File: config.mk
export PLATFORM = sky130hd
export DESIGN_NAME = alpu_cache_rd_arbiter
export DESIGN_NICKNAME = d
export VERILOG_FILES = /design/src/rtl/alpu_cache_rd_arbiter.sv
export SDC_FILE = /design/constraint.sdc
export NUM_CORES = 1
export LEC_CHECK = 0
export BUFFER_PORTS_ARGS = -buffer_cell sky130_fd_sc_hd__buf_2
export CORE_MARGIN = 3
export CORE_UTILIZATION = 45
export DETAILED_ROUTE_END_ITERATION = 8
export HOLD_SLACK_MARGIN = 0.06
export PLACE_DENSITY = 0.78
export SKIP_LAST_GASP = 1
export SYNTH_ARGS = -nofsm -noshare
export SYNTH_HDL_FRONTEND = slang
export SYNTH_SLANG_ARGS = --single-unit
export TNS_END_PERCENT = 20
File: constraint.sdc
create_clock -name clk -period 2.59 [get_ports clk]
set_clock_uncertainty 0.1 [all_clocks]
set_input_delay 0.259 -clock clk [delete_from_list [all_inputs] [get_ports clk]]
set_output_delay 0.259 -clock clk [all_outputs]
set_load 0.01 [all_outputs]
File: src/rtl/alpu_cache_rd_arbiter.sv
// Round-robin read arbiter for the ALPU cache interconnect port r0.
// Serialises one foreign read at a time and reports a miss after a bounded lookup.
module alpu_cache_rd_arbiter #(
  parameter int NUM_REQ    = 4,
  parameter int ADDR_WIDTH = 8,
  parameter int DATA_WIDTH = 16,
  parameter int MAX_WAIT   = 7
) (
  input  logic                          clk,
  input  logic                          reset,
  input  logic [NUM_REQ-1:0]            req_valid,
  input  logic [NUM_REQ*ADDR_WIDTH-1:0] req_addr,
  output logic [NUM_REQ-1:0]            req_ready,
  output logic [NUM_REQ-1:0]            rsp_valid,
  output logic [DATA_WIDTH-1:0]         rsp_data,
  output logic                          rsp_miss,
  input  logic [NUM_REQ-1:0]            rsp_ready,
  output logic [ADDR_WIDTH-1:0]         icon_r0addr,
  output logic                          icon_r0ready,
  input  logic [DATA_WIDTH-1:0]         icon_r0data,
  input  logic                          icon_r0valid
);

  localparam int IDX_W = $clog2(NUM_REQ);
  localparam int CNT_W = $clog2(MAX_WAIT + 1);
  localparam logic [IDX_W:0]   NUM_REQ_W  = (IDX_W+1)'(NUM_REQ);
  localparam logic [IDX_W-1:0] LAST_IDX   = IDX_W'(NUM_REQ - 1);
  localparam logic [CNT_W-1:0] MAX_WAIT_C = CNT_W'(MAX_WAIT);

  typedef enum logic [1:0] {
    IDLE   = 2'd0,
    LOOKUP = 2'd1,
    RESP   = 2'd2
  } state_t;

  state_t                 state, state_nxt;
  logic [IDX_W-1:0]       rr_ptr, grant_idx, sel_idx;
  logic                   sel_found;
  logic [IDX_W:0]         cand;
  logic [ADDR_WIDTH-1:0]  addr_q;
  logic [CNT_W-1:0]       wait_cnt;
  logic [DATA_WIDTH-1:0]  data_q;
  logic                   miss_q;
  logic                   accept, hit, timeout, done;

  // First valid requester at or above rr_ptr, wrapping modulo NUM_REQ.
  always_comb begin
    sel_found = 1'b0;
    sel_idx   = '0;
    cand      = '0;
    for (int k = 0; k < NUM_REQ; k++) begin
      cand = {1'b0, rr_ptr} + (IDX_W+1)'(k);
      if (cand >= NUM_REQ_W) cand = cand - NUM_REQ_W;
      if (!sel_found && req_valid[cand[IDX_W-1:0]]) begin
        sel_found = 1'b1;
        sel_idx   = cand[IDX_W-1:0];
      end
    end
  end

  always_comb begin
    state_nxt    = state;
    req_ready    = '0;
    icon_r0ready = 1'b0;
    accept       = 1'b0;
    hit          = 1'b0;
    timeout      = 1'b0;
    done         = 1'b0;
    case (state)
      IDLE: begin
        // Gated by reset so no grant is offered while the block is held in reset.
        if (sel_found && !reset) begin
          req_ready[sel_idx] = 1'b1;
          accept             = 1'b1;
          state_nxt          = LOOKUP;
        end
      end
      LOOKUP: begin
        icon_r0ready = 1'b1;
        if (icon_r0valid) begin
          hit       = 1'b1;
          state_nxt = RESP;
        end else if (wait_cnt == MAX_WAIT_C) begin
          timeout   = 1'b1;
          state_nxt = RESP;
        end
      end
      RESP: begin
        if (rsp_ready[grant_idx]) begin
          done      = 1'b1;
          state_nxt = IDLE;
        end
      end
      default: state_nxt = IDLE;
    endcase
  end

  always_comb begin
    rsp_valid = '0;
    if (state == RESP) rsp_valid[grant_idx] = 1'b1;
  end

  assign rsp_miss    = (state == RESP) && miss_q;
  assign rsp_data    = data_q;
  assign icon_r0addr = addr_q;

  always_ff @(posedge clk or posedge reset) begin
    if (reset) state <= IDLE;
    else       state <= state_nxt;
  end

  always_ff @(posedge clk or posedge reset) begin
    if (reset) begin
      rr_ptr    <= '0;
      grant_idx <= '0;
      addr_q    <= '0;
      wait_cnt  <= '0;
      data_q    <= '0;
      miss_q    <= 1'b0;
    end else begin
      if (accept) begin
        grant_idx <= sel_idx;
        addr_q    <= req_addr[sel_idx*ADDR_WIDTH +: ADDR_WIDTH];
        wait_cnt  <= '0;
        miss_q    <= 1'b0;
      end
      if (state == LOOKUP && !hit && !timeout) wait_cnt <= wait_cnt + CNT_W'(1);
      if (hit) begin
        data_q <= icon_r0data;
        miss_q <= 1'b0;
      end
      if (timeout) begin
        data_q <= '0;
        miss_q <= 1'b1;
      end
      // Pointer moves past the served requester only once its response completes.
      if (done) rr_ptr <= (grant_idx == LAST_IDX) ? '0 : grant_idx + IDX_W'(1);
    end
  end

endmodule

# Word-level counts from Yosys, hierarchy flattened
# Index checks and enable logic that the tools add are counted.
dict set report totals {
  ff_bits 34
  inputBits 59
  wordCells 108
  out_inout_bits 34
}
dict set report classes {
  n_addsub 9
  mux 52
  n_shift 1
  magnitude_cmp 12
  n_reduce_logical 20
  n_eq_ne 7
}
# operator n
set op_table {}
lappend op_table {{16-bit 2-to-1 mux} 2}
lappend op_table {{32-bit by 6-bit variable part select with 8-bit output} 1}
lappend op_table {{2-bit 2-to-1 mux} 13}
lappend op_table {{1-bit 2-to-1 mux} 24}
lappend op_table {{2-bit by 3-bit < comparator with 1-bit output, second input constant} 6}
lappend op_table {{4-bit 2-to-1 mux} 3}
lappend op_table {{1-bit binary-select mux with 2-bit select} 5}
lappend op_table {{3-bit greater-or-equal comparator, second input constant} 3}
lappend op_table {{1-bit logical AND} 9}
lappend op_table {{2-bit by 1-bit subtractor with 2-bit output, second input constant} 4}
lappend op_table {{2-bit by 2-bit adder with 3-bit output, second input constant} 2}
lappend op_table {{1-bit zero test} 6}
lappend op_table {{3-bit 2-to-1 mux} 2}
lappend op_table {{2-bit one-hot mux with 3 select lines} 1}
lappend op_table {{1-bit demux with 2-bit select} 2}
lappend op_table {{2-bit == test, second input constant} 2}
lappend op_table {{2-bit by 1-bit greater-or-equal comparator with 1-bit output, second input constant} 2}
lappend op_table {{2-bit inequality test, second input constant} 2}
lappend op_table {{2-bit nonzero test} 2}
lappend op_table {{2-bit by 1-bit adder with 3-bit output, second input constant} 1}
lappend op_table {{3-bit by 1-bit adder with 3-bit output, second input constant} 1}
lappend op_table {{3-bit == test, second input constant} 1}
lappend op_table {{2-bit by 3-bit greater-or-equal comparator with 1-bit output, second input constant} 1}
lappend op_table {{3-bit inequality test, second input constant} 1}
lappend op_table {{5 further kinds} 5}

# Longest topological paths before layout
dict set report depth {
  depth_word 20
  ltp_mapped 8
  mapped_depth_nobuf 6
}

# Worst setup path after synthesis
# No wires, ideal clock.
dict set report synth_path {
  kind {register to output}
  startpoint {reg rr_ptr[1]}
  endpoint {out req_ready[3]}
  stages_incl_launch_ff 7
  path_buffers 2
  slack_ns 0.687
  arrival_time_ns 1.544
  required_ns 2.231
  cell_sequence {dfrtp_1 mux2i_1 nor2_2 or3_1 buf_6 buf_2 nor2_1}
}
dict set report synth_between {
  elab_chain_cells 20
  elab_cells_between_ends 45
  classes_between {7 x add/sub; 6 x order compare; 24 x mux; 8 x reduce/logical}
}
# item line_no
set synth_rtl {}
lappend synth_rtl {{start: declaration} 37} ;# logic [IDX_W-1:0] rr_ptr, grant_idx, sel_idx;
lappend synth_rtl {{start signal: assignment} 137} ;# if (done) rr_ptr <= (grant_idx == LAST_IDX) ? '0 : grant_idx + IDX_W'(1);
lappend synth_rtl {{parallel branches: the longest is 18 deep, another holds 2-bit by 1-bit adder with 3-bit output} n/a}
lappend synth_rtl {{4-bit 2-to-1 mux (*)} 72} ;# if (sel_found && !reset) begin
lappend synth_rtl {{4-bit 2-to-1 mux (*)} 69} ;# case (state)
lappend synth_rtl {{end: declaration} 13} ;# output logic [NUM_REQ-1:0] req_ready,
# Mark *: on every way between the ends. The select of a mux whose other input is x is not followed.

# Worst setup path in the final report
dict set report layout_path {
  startpoint {in reset}
  endpoint {out req_ready[3]}
}
dict set report layout_between {
  elab_chain_cells 4
}
# item line_no
set layout_rtl {}
lappend layout_rtl {{start: declaration} 10} ;# input logic reset,
lappend layout_rtl {{1-bit zero test (no line)} n/a}
lappend layout_rtl {{1-bit logical AND} 72}
lappend layout_rtl {{4-bit 2-to-1 mux} 72}
lappend layout_rtl {{4-bit 2-to-1 mux} 69}
# Every way passes these cells.

==> reports/qor.txt <==
Final period util: 94.65%
Initial DRC Count: 42
CP max-delay cell: dlygate4sd3_1
CP Launch Type: input pin
DIE AREA: 4723 µm²
Finished Layout Cells: 316
final hold slack: 0.09821 ns
crit path DAT: 2.09 ns
crit path kind: input pin to primary output
clock sink count: 34
largest family of logic cells by synthesized area: compound AO/OA/AOI/OAI gates
CP delay by family, top: buffers and inverters
Hold Path Class: input pin to flip-flop
Cells after Synth: 173
dominant cell type by area after synthesis: dfrtp_1
IO Count: 93
RSZ-0062 raised after global routing: no
post-synth top area share: 48.06%
Syn Nets: 238
DRC: 0
crit path capture type: primary output
DP Area: 2277 µm²
Levels on crit path: 7
Worst-path clk slew: 0.07 ns
Reg2Reg Launch Point: rr_ptr[1]
vias in the first global route: 1667
H-tree depth: 2
total number of vias: 1760
Seq/Total Area, Yosys: 48.06%
largest net degree at the start of global routing: 20
Worst Reg2Reg Path Length in Cells: 5
syn avg cell area: 10.23 µm²
Critical Path Fanout Max: 9
Leak Pwr: 0.001224 µW
initial antenna violation count: 0
fin nets: 332
Reg area: 850.8 µm²
synth warn: 0
all-layer global routing usage: 20.99%
Routed WL: 4720 µm
Setup TNS: 0 ns
Switching Share: 39.01%
peak supply drop: 0.0005895 V
max-slew violations: 0
Filler Cell Count: 349
worst path cell trace: dlygate4sd3_1 > buf_2 > nor3_1 > o41a_1 > nand2_1 > nor2_1 > buf_2
Fin. Hold Viols: 0
Core ar.: 3716 µm²
DIE WIDTH: 68.73 µm
Root Buffer: clkbuf_8
PD cells: 1023 nW/µm²
final instance area: 2384 µm²
n_diodes: 0
Pint: 1488 µW
Placer Congestion: 0.8810
ANT nets after route: 0
Flop pwr share: 38.2%
Critical Path Start: reset
Post-Synth XOR/XNOR Area: 0%
Area Growth Syn to Fin: 34.63%
Remaining Overflow, GRT: 0
Yosys cell types: 34
R2R Path End: icon_r0addr[5]
crit path time final: 2.452 ns
status: completed
Slew headroom: 54.52%
Worst-Margin Slew: 0.6785 ns
num rows: 22
Max Fclk: 407.9 MHz
part of the power in combinational logic: 45.7%
R2R setup slack: 0.53 ns
Max Cap Violations: 0
chip height: 68.73 µm
Psw: 951.4 µW
Detailed Place HPWL: 3734 µm
Compound-Gate Fraction of Synth Area: 21.13%
Initial Util: 47.64%
Routed wire per std cell: 14.94 µm
number of flops mapped to enable cells by yosys: 0
placed instance count: 307
clock insertion delay at the later pin of the skew report: 0.28 ns
CTS tree: built
crit-path most repeated cell: buf_2
Critical Path Max Stage Delay: 0.53 ns
First-pass DRT Iterations: 4
worst setup path end: req_ready[3]
Final setup viols: 0
area occupied by multi-input gates: 850.8 µm²
Max Buffers Root-to-Sink: 2
flops & latches, synth: 34
mapped cell area: 1770 µm²
Req. time, crit path: 2.23 ns
DR vias/cell: 5.570
Adder-Cell Fraction of Synth Area: 4.240%
share of layout cells above drive strength 1: 41.79%
global-route wire length before repair: 7445 µm
synth top area cells: dfrtp_1 48%, a22o_1 7.9%, nand2_1 5.1%
Post-CTS Setup Inserts: 0
TritonCTS Buffers: 5
most used flip-flop cell after synthesis: dfrtp_1
CP bufs+invs: 3
multiplexer area fraction after synthesis: 2.473%
clock network fraction of design power: 16.2%
asr flop ratio synth: 100.0%
Synth Area in Simple Gates: 19.51%
IO buf count: 92
==> cell families after synthesis <==
family | after synthesis
simple gates | 67
compound gates | 46
flops | 34
buf+inv | 17
fa+ha+maj | 6
mux | 3
==> sequential cells by signal, summed over array words and instances, names as in the netlist <==
name	flops
grant_idx	2
icon_r0addr	8
miss_q	1
rr_ptr	2
rsp_data	16
state	2
wait_cnt	3
==> through the flow <==
| stage | setup WS [ns] | utilization (%) | total power [µW] |
|---|---|---|---|
| 2_1_floorplan | 0.6868 | - | 1637 |
| 3_3_place_gp | 0.4411 | 61.28 | 2022 |
| 3_5_place_dp | 0.3457 | 61.28 | 2053 |
| 4_1_cts | 0.1053 | 64.01 | 2456 |
| 5_1_grt | 0.02612 | 64.14 | 2631 |
| 6_report | 0.1385 | 64.14 | 2439 |
==> layout by cell type, fill, tap and decap left out, types with 2 or more instances in the layout <==
cell type,synthesis,routed
inv_1,6,6
a22o_1,16,16
nor2_1,14,14
and2_1,7,7
buf_4,0,5
nand2_1,24,24
a2111oi_0,8,8
nand3_1,5,5
nand2b_1,2,2
ha_1,6,6
a311oi_1,8,8
o21ai_0,5,5
a21oi_1,2,2
nor2b_1,2,2
buf_2,2,92
dfrtp_1,34,34
nor4b_1,8,8
clkbuf_8,0,6
==> cell usage after synthesis, types with 2 or more instances <==
cell type,number
buf_6,2
dfrtp_1,34
a311oi_1,8
nor2b_1,2
nand2b_1,2
a22o_1,16
a2111oi_0,8
buf_2,2
nor4b_1,8
inv_1,6
nand3_1,5
o21ai_0,5
nand2_1,24
nor2_1,14
a21oi_1,2
ha_1,6
and2_1,7
clkbuf_1,6
==> layout make-up <==
class / instances / share of cell area, %
multi-input combinational: 122 / 35.70
clock inverter: 1 / 0.2100
sequential: 34 / 35.70
clock buffer: 7 / 3.622
inverter: 6 / 0.9449
timing repair buffer: 98 / 21.31
tap: 48 / 2.520
==> worst reg2reg max path, stage by stage, from the launching register on <==
cell	delay (ns)
dfrtp_1	0.43
mux2i_1	0.24
nor2_2	0.12
or3_4	0.49
a2111oi_0	0.48
a311oi_1	0.08
==> how the worst min path moves through the flow <==
stage | cells past startpoint | start | end
after global routing | 2 | icon_r0data[11] | rsp_data[11]
after floorplan | 1 | reset | grant_idx[0]
final | 2 | icon_r0data[8] | rsp_data[8]
after global placement | 2 | reset | miss_q
after detailed placement | 2 | reset | rr_ptr[0]
after CTS | 2 | icon_r0data[11] | rsp_data[11]
==> layer usage <==
metal / track usage, % / vias to the layer above / share of wire (%)
met3: 3.890 / 8 / 4.2
met1: 26.34 / 868 / 42
met5: 0 / - / 0
met4: 5.839 / 0 / 1.2
li1: - / 836 / -
met2: 36.83 / 48 / 53
==> timing repair <==
item | in CTS | in global routing
hold endpoints to repair | 15 | 0
endpoints found under the setup margin | 0 | 1
hold buffers | 1 | 0
gates resized for setup | 0 | 1
==> power groups by stage <==
stage                     Sequential (µW)  Combinational [µW]  Clock [µW]
after floorplan                      1000                 636           0
after global placement                931                1090           0
after detailed placement              933                1120           0
after CTS                             929                1120         403
after global routing                  963                1240         425
final                                 931                1110         395
Power figures use the tool's default switching activity.
